===== src/rtl/uart_transmitter_byte.sv =====
// uart_transmitter_byte
//   UART byte transmitter. Serialises one DATA_BITS word per frame on tx:
//   a start bit, the data LSB first, then STOP_BITS stop bits. Bit timing
//   comes from a shared 16x baud strobe. A one-word holding register behind
//   a valid/ready handshake lets the next word wait while a frame is on the
//   line, so consecutive frames go out back to back.
//
// Ports
//   clk        system clock
//   rst        asynchronous, active-high reset
//   baud_tick  one-clk strobe at OVERSAMPLE x baud
//   data_in    word to send, taken when in_valid & in_ready
//   in_valid   producer offers data_in
//   in_ready   holding register empty
//   tx         serial output, idle high, registered
//   busy       high from start-bit entry to end of the last stop bit
//   tx_done    one-clk pulse when the last stop bit completes
//
// state   | meaning
// S_IDLE  | line idle (tx=1), waiting for a held word and a tick
// S_START | start bit (tx=0) for one bit period
// S_DATA  | data bits, LSB first, from the shift register
// S_STOP  | stop bit(s) (tx=1); may chain straight into S_START

module uart_transmitter_byte #(
   parameter int DATA_BITS  = 8,
   parameter int STOP_BITS  = 1,
   parameter int OVERSAMPLE = 16
) (
   input  logic                 clk,
   input  logic                 rst,
   input  logic                 baud_tick,
   input  logic [DATA_BITS-1:0] data_in,
   input  logic                 in_valid,
   output logic                 in_ready,
   output logic                 tx,
   output logic                 busy,
   output logic                 tx_done
);

   localparam int CNT_W = (OVERSAMPLE > 1) ? $clog2(OVERSAMPLE) : 1;
   localparam logic [CNT_W-1:0] TICK_LAST = CNT_W'(OVERSAMPLE - 1);
   localparam logic [2:0]       DATA_LAST = 3'(DATA_BITS - 1);
   localparam logic [2:0]       STOP_LAST = 3'(STOP_BITS - 1);

   typedef enum logic [1:0] {
      S_IDLE,
      S_START,
      S_DATA,
      S_STOP
   } state_t;

   state_t                 r_state;
   state_t                 w_state_next;
   logic [CNT_W-1:0]       r_tick_cnt;
   logic [2:0]             r_bit_cnt;
   logic [DATA_BITS-1:0]   r_shift;
   logic [DATA_BITS-1:0]   w_shift_next;
   logic [DATA_BITS-1:0]   r_hold;
   logic                   r_hold_full;
   logic                   r_tx;
   logic                   r_busy;
   logic                   r_done;
   logic                   w_bit_end;
   logic                   w_load;
   logic                   w_done;
   logic                   w_tx_next;

   assign w_bit_end = (r_state != S_IDLE) && baud_tick && (r_tick_cnt == TICK_LAST);

   always_comb begin
      w_state_next = r_state;
      w_load       = 1'b0;
      w_done       = 1'b0;
      case (r_state)
         S_IDLE: begin
            // Starting only on a tick keeps every bit exactly OVERSAMPLE ticks long.
            if (r_hold_full && baud_tick) begin
               w_load       = 1'b1;
               w_state_next = S_START;
            end
         end
         S_START: begin
            if (w_bit_end) w_state_next = S_DATA;
         end
         S_DATA: begin
            if (w_bit_end && (r_bit_cnt == DATA_LAST)) w_state_next = S_STOP;
         end
         S_STOP: begin
            if (w_bit_end && (r_bit_cnt == STOP_LAST)) begin
               w_done = 1'b1;
               // The bit end is itself a tick, so a held word starts with no idle gap.
               if (r_hold_full) begin
                  w_load       = 1'b1;
                  w_state_next = S_START;
               end else begin
                  w_state_next = S_IDLE;
               end
            end
         end
         default: w_state_next = S_IDLE;
      endcase
   end

   always_comb begin
      w_shift_next = r_shift;
      if (w_load) begin
         w_shift_next = r_hold;
      end else if ((r_state == S_DATA) && w_bit_end) begin
         w_shift_next = r_shift >> 1;
      end
      case (w_state_next)
         S_START: w_tx_next = 1'b0;
         S_DATA:  w_tx_next = w_shift_next[0];
         default: w_tx_next = 1'b1;
      endcase
   end

   always_ff @(posedge clk or posedge rst) begin
      if (rst) begin
         r_state     <= S_IDLE;
         r_tick_cnt  <= '0;
         r_bit_cnt   <= '0;
         r_shift     <= '0;
         r_hold      <= '0;
         r_hold_full <= 1'b0;
         r_tx        <= 1'b1;
         r_busy      <= 1'b0;
         r_done      <= 1'b0;
      end else begin
         r_state <= w_state_next;
         r_shift <= w_shift_next;
         r_tx    <= w_tx_next;
         r_busy  <= (w_state_next != S_IDLE);
         r_done  <= w_done;

         if ((w_state_next != r_state) || w_bit_end) begin
            r_tick_cnt <= '0;
         end else if ((r_state != S_IDLE) && baud_tick) begin
            r_tick_cnt <= r_tick_cnt + 1'b1;
         end

         if (w_state_next != r_state) begin
            r_bit_cnt <= '0;
         end else if (w_bit_end) begin
            r_bit_cnt <= r_bit_cnt + 1'b1;
         end

         // Write and drain are exclusive: a write needs the register empty,
         // a drain needs it full.
         if (in_valid && !r_hold_full) begin
            r_hold      <= data_in;
            r_hold_full <= 1'b1;
         end else if (w_load) begin
            r_hold_full <= 1'b0;
         end
      end
   end

   assign in_ready = !r_hold_full;
   assign tx       = r_tx;
   assign busy     = r_busy;
   assign tx_done  = r_done;

endmodule


===== config.mk =====
export PLATFORM = sky130hd
export DESIGN_NAME = uart_transmitter_byte
export DESIGN_NICKNAME = d
export VERILOG_FILES = /design/src/rtl/uart_transmitter_byte.sv
export SDC_FILE = /design/constraint.sdc
export NUM_CORES = 1
export LEC_CHECK = 0
export ABC_AREA = 1
export CAP_MARGIN = 20
export CORE_ASPECT_RATIO = 0.7
export CORE_MARGIN = 5
export CORE_UTILIZATION = 35
export CTS_CLUSTER_DIAMETER = 40
export CTS_CLUSTER_SIZE = 20
export DETAILED_ROUTE_END_ITERATION = 8
export GPL_ROUTABILITY_DRIVEN = 0
export GPL_TIMING_DRIVEN = 0
export HOLD_SLACK_MARGIN = 0.05
export PLACE_DENSITY = 0.5
export SETUP_SLACK_MARGIN = 0.2
export SYNTH_ARGS = -nofsm -noshare
export SYNTH_HDL_FRONTEND = slang
export SYNTH_SLANG_ARGS = --single-unit

===== constraint.sdc =====
create_clock -name clk -period 2.55 [get_ports clk]
set_input_delay 0.51 -clock clk [delete_from_list [all_inputs] [get_ports clk]]
set_output_delay 0.51 -clock clk [all_outputs]
set_load 0.05 [all_outputs]

# Word-level counts from Yosys, hierarchy flattened
# Cells that the tools add are included.
# word_totals
ff_bits	29
latch_bits	0
ramBits	0
rom_bits	0
input_bits	12
out_inout_bits	4
word_cells	58
n_memories	0
# op_classes
add_sub_neg	2
multipliers	0
div_mod_pow	0
n_lt_le_gt_ge	0
eq_ne	8
shift	0
n_mux	21
bitwise	0
reduce_logical	17
# op_table
cell	n
8-bit two-way mux	2
2-bit nonzero test	6
1-bit two-way mux	8
2-bit two-way mux	4
4-bit two-way mux	2
2-bit one-hot mux with 4 select lines	1
1-bit logical AND	7
2-bit equality test, second input constant	3
3-bit two-way mux	2
4-bit by 1-bit adder with 4-bit output, second input constant	1
2-bit by 1-bit equality test with 1-bit output, second input constant	2
4-bit equality test, second input constant	1
1-bit one-hot mux with 2 select lines	2
3-bit by 1-bit adder with 3-bit output, second input constant	1
3-bit equality test, second input constant	1
3-bit logical NOT	1
2-bit logical NOT	1
2-bit inequality test	1
1-bit logical NOT	1
1-bit logical OR	1

# Logic depth before layout (Yosys ltp)
# depth
ltp_word	9
depth_mapped	15
depth_no_buf	15

# Worst setup path before layout
# No wires, ideal clock.
# synth_path
path_kind	reg-to-reg
from	reg r_state[0]
to	reg r_tick_cnt[2]
setup_ns	0.117
t_arrival_ns	1.795
required_ns	2.433
slack_ns	0.637
path_stages_with_launch	15
path_buffers	0
synth_period_minus_slack_ns	1.913
cell_sequence	dfrtp_1 inv_1 ha_1 inv_2 nand2_4 nor2_4 nand3_2 nor2_4 nor2_2 nand2_1 nand3_2 nand2_2 nor2_4 nand3_1 nand2_1
# synth_between
elab_chain_len	9
elab_cells_between_ends	18
cone_classes	4 x eq/ne; 6 x mux; 8 x reduce/logical
# synth_lines
item	line	rtl
start: declaration	53	state_t r_state;
start signal: assignment	131	r_state <= w_state_next;
2-bit nonzero test	69, 139	
1-bit logical AND	69, 139	
1-bit logical AND	69	assign w_bit_end = (r_state != S_IDLE) && baud_tick && (r_tick_cnt == TICK_LAST);
1-bit logical AND, on equally long branches	90, 87	
2-bit two-way mux, on equally long branches	90, 87	
2-bit one-hot mux with 4 select lines	75	case (r_state)
2-bit inequality test	137	if ((w_state_next != r_state) || w_bit_end) begin
1-bit logical OR	137	
4-bit two-way mux / 2-bit nonzero test (equally long branches)	-	
end signal: assignment	140	r_tick_cnt <= r_tick_cnt + 1'b1;
end: declaration	55	logic [CNT_W-1:0] r_tick_cnt;
# Several ways; a longest one is shown, not always the timed one.
# A chain may end at the register's enable or synchronous reset.

# Worst setup path after layout
# layout_path
from	reg r_hold_full
to	out in_ready
# layout_between
elab_chain_len	1
# layout_lines
item	line	rtl
start: declaration	60	logic r_hold_full;
start signal: assignment	126	r_hold_full <= 1'b0;
start signal: assignment	153	r_hold_full <= 1'b1;
start signal: assignment	155	r_hold_full <= 1'b0;
1-bit logical NOT	160	assign in_ready = !r_hold_full;
end: declaration	35	output logic in_ready,
# Every way passes these cells.

==> results.json <==
{
  "cap_violations": 0,
  "clock-sinks": 29,
  "cts_buffers": 5,
  "min_period_ns": 2.161,
  "synth_top_area_frac": 0.4545,
  "drt_iter0_markers": 58,
  "wirelength_um": 3119,
  "final-seq-area_um2": 728.2,
  "share_seq_of_total_power": 0.360,
  "worstPathRequired_ns": 2.04,
  "synth_ff_type": "dfrtp_1",
  "setup_violations": 0,
  "yosys.area.top_type": "dfrtp_1",
  "core-area_um2": 4304,
  "antenna_found_initial": 0,
  "dr.pass1.iters": 4,
  "via_per_inst": 4.736,
  "io_buffers": 15,
  "start_util": 0.3581,
  "power_density_nw_per_um2": 1041,
  "power_leakage_nw": 0.9353,
  "slowest_delay_ns": 0.83,
  "grt_max_degree": 18,
  "nets": 222,
  "p_switching_mw": 0.7546,
  "chipHeight_um": 65.53,
  "switching_share": 0.3774,
  "drv_slew": 0,
  "power_frac_clock": 0.243,
  "fmax_ghz": 0.4627,
  "final.period_utilization": 0.8475,
  "seq_area_frac_synth": 0.4716,
  "intPower_mw": 1.245,
  "synth-edff-count": 0,
  "grt-ovfl-total": 0,
  "crit_type": "flop to primary output",
  "root_buffer": "clkbuf_8",
  "synth_warnings": 0,
  "drc_errors": 0,
  "syn_avg_cell_area_um2": 8.709,
  "synth.distinct_cells": 24,
  "tightest_slew_ns": 0.6039,
  "final_layout_size_suffix_gt1_frac": 0.1823,
  "multiInputGateArea_um2": 710.7,
  "worstPathMaxFanout": 3,
  "syn_nets": 197,
  "cp_slowest_cell": "clkdlybuf4s50_1",
  "netlist_area_um2": 1541,
  "cts-hold-fix-buffers": 0,
  "io-pin-count": 16,
  "grt_pass1_vias": 1251,
  "critPathArrivalTime_ns": 1.65,
  "endpoint_kind": "primary output",
  "min_path_type": "flop to flop",
  "synthCells": 177,
  "fp.dieW_um": 89.32,
  "crit_path_start_kind": "flop",
  "status": "finished, final reports clean",
  "wl_per_cell_um": 12.09,
  "clk_latency_ns": 0.28,
  "n_antenna_cell": 0,
  "die-area_um2": 5853,
  "ant_nets": 0,
  "synth-seq-cells": 29,
  "place_hpwl_um": 2427,
  "cp_cell_sequence": "inv_1 -> clkdlybuf4s50_1",
  "fin_skew_ns": 0.002629,
  "timing.final.ws_setup_ns": 0.3890,
  "finalHoldViolCount": 0,
  "clk_pin_slew_ns": 0.06,
  "power_frac_comb": 0.396,
  "rows": 20,
  "num-fill-cells": 431,
  "tns_ns": 0,
  "clockBufferDepth": 2,
  "vias": 1222,
  "cts.htree.levels": 2,
  "pre_cts_ws_ns": 0.1225,
  "syn_to_final_growth_pct": 24.59,
  "synth_common_cells": "nand2_1 (29), nand3_1 (29), dfrtp_1 (28), inv_1 (21), nor2_1 (13)",
  "rsz0062_at_grt": "no",
  "grt_pass1_wl_um": 5658,
  "tritoncts": "yes",
  "gr-usage-all-layers": 0.1256,
  "yosys-top-cells-area": "dfrtp_1 (45%), nand3_1 (9.4%), nand2_1 (7.1%)",
  "peakVddDrop_mv": 0.4323,
  "synth-async-reset-ratio": 1.000,
  "relSlewSlack": 0.5969
}
[per-layer routing]
| layer | vias up | part of all wire | global-route usage |
|---|---|---|---|
| met2 | 19 | 0.43 | 0.1792 |
| met4 | 0 | 0.0096 | 0.03903 |
| met1 | 569 | 0.52 | 0.1808 |
| met3 | 5 | 0.042 | 0.03759 |
| met5 | - | 0 | 0 |
| li1 | 629 | - | - |
[power by group through the flow]
stage          registers [mW]  clock network (mW)  logic, mW
3_5_place_dp            0.730                   0      0.769
2_1_floorplan           0.769                   0      0.522
6_report                0.720               0.487      0.793
3_3_place_gp            0.723                   0      0.742
4_1_cts                 0.722               0.500      0.772
5_1_grt                 0.742               0.517      0.896
[path summary, 6_finish.rpt]
kind	startpoint	endpoint	slack, ns	cells past startpoint
max reg2reg	r_state[0]	r_bit_cnt[1]	0.40	13
max	r_hold_full	in_ready	0.39	2
max in group asynchronous	rst	r_hold[6]	1.45	3
min in group asynchronous	rst	r_state[0]	0.61	2
min	r_hold_full	r_hold_full	0.50	2
min reg2reg	r_hold_full	r_hold_full	0.50	2
[critical path, delay by kind of cell, from the launching register on]
family | cells | cell delay [ns]
buffers and inverters | 2 | 0.98
flip-flops | 1 | 0.39
[cell type report]
type,instances,area share
Timing Repair Buffer,18,0.1003
Buffer,3,0.007166
Clock inverter,1,0.01564
Sequential cell,29,0.3792
Clock buffer,7,0.04495
Multi-Input combinational cell,121,0.3700
Tap cell,55,0.03583
Inverter,24,0.04691
[registers in the layout (all words and copies together) (netlist names)]
name	cells
busy	1
r_bit_cnt	3
r_hold	8
r_hold_full	1
r_shift	8
r_state	2
r_tick_cnt	4
tx	1
tx_done	1
[cell usage in the layout, fill, tap and decap left out]
cell and count:
nor3_2 1, nor2_4 3, dfrtp_1 27, buf_16 1, a21oi_1 11, o21ai_0 2, nand2_2 5, buf_2 2
mux2_2 1, bufinv_16 1, clkbuf_8 6, nand3_2 5, o211ai_1 6, nor2_1 13, o21ai_1 1, clkbuf_1 2
ha_1 8, dfrtp_2 1, nand2_1 29, inv_1 21, clkdlybuf4s50_1 15, buf_4 2, nand3_1 29, nor2_2 2
xor2_1 1, nand4_1 1, inv_2 3, dfstp_2 1, o21ai_2 2, nand2_4 1
[stage by stage]
step                      instance area (µm²)  total power, mW  instances  hold WS, ns  utilization
final                                    1921            2.000        258       0.5038       0.4462
after global routing                     1921            2.155        258       0.5253       0.4462
after CTS                                1904            1.994        256       0.5052       0.4424
after detailed placement                 1788            1.499        248       0.4897       0.4154
after global placement                   1760            1.465        247       0.4865       0.4090
after floorplan                          1541            1.291        177       0.4638            -
[repair_timing]
item	CTS	global route
setup buffers	0	2
gates resized for setup	0	1
endpoints found under the setup margin	0	9
[cell families (layout without fill, tap and decap cells)]
family,after synthesis,after routing,share of synthesized area
mux,1,1,0.007305
compound gates,22,22,0.08603
xor+xnor,1,1,0.005683
fa+ha+maj,8,8,0.06494
simple gates,89,89,0.2971
flops,29,29,0.4716
buf+inv,27,53,0.06737
(Power assumes the default switching activity.)
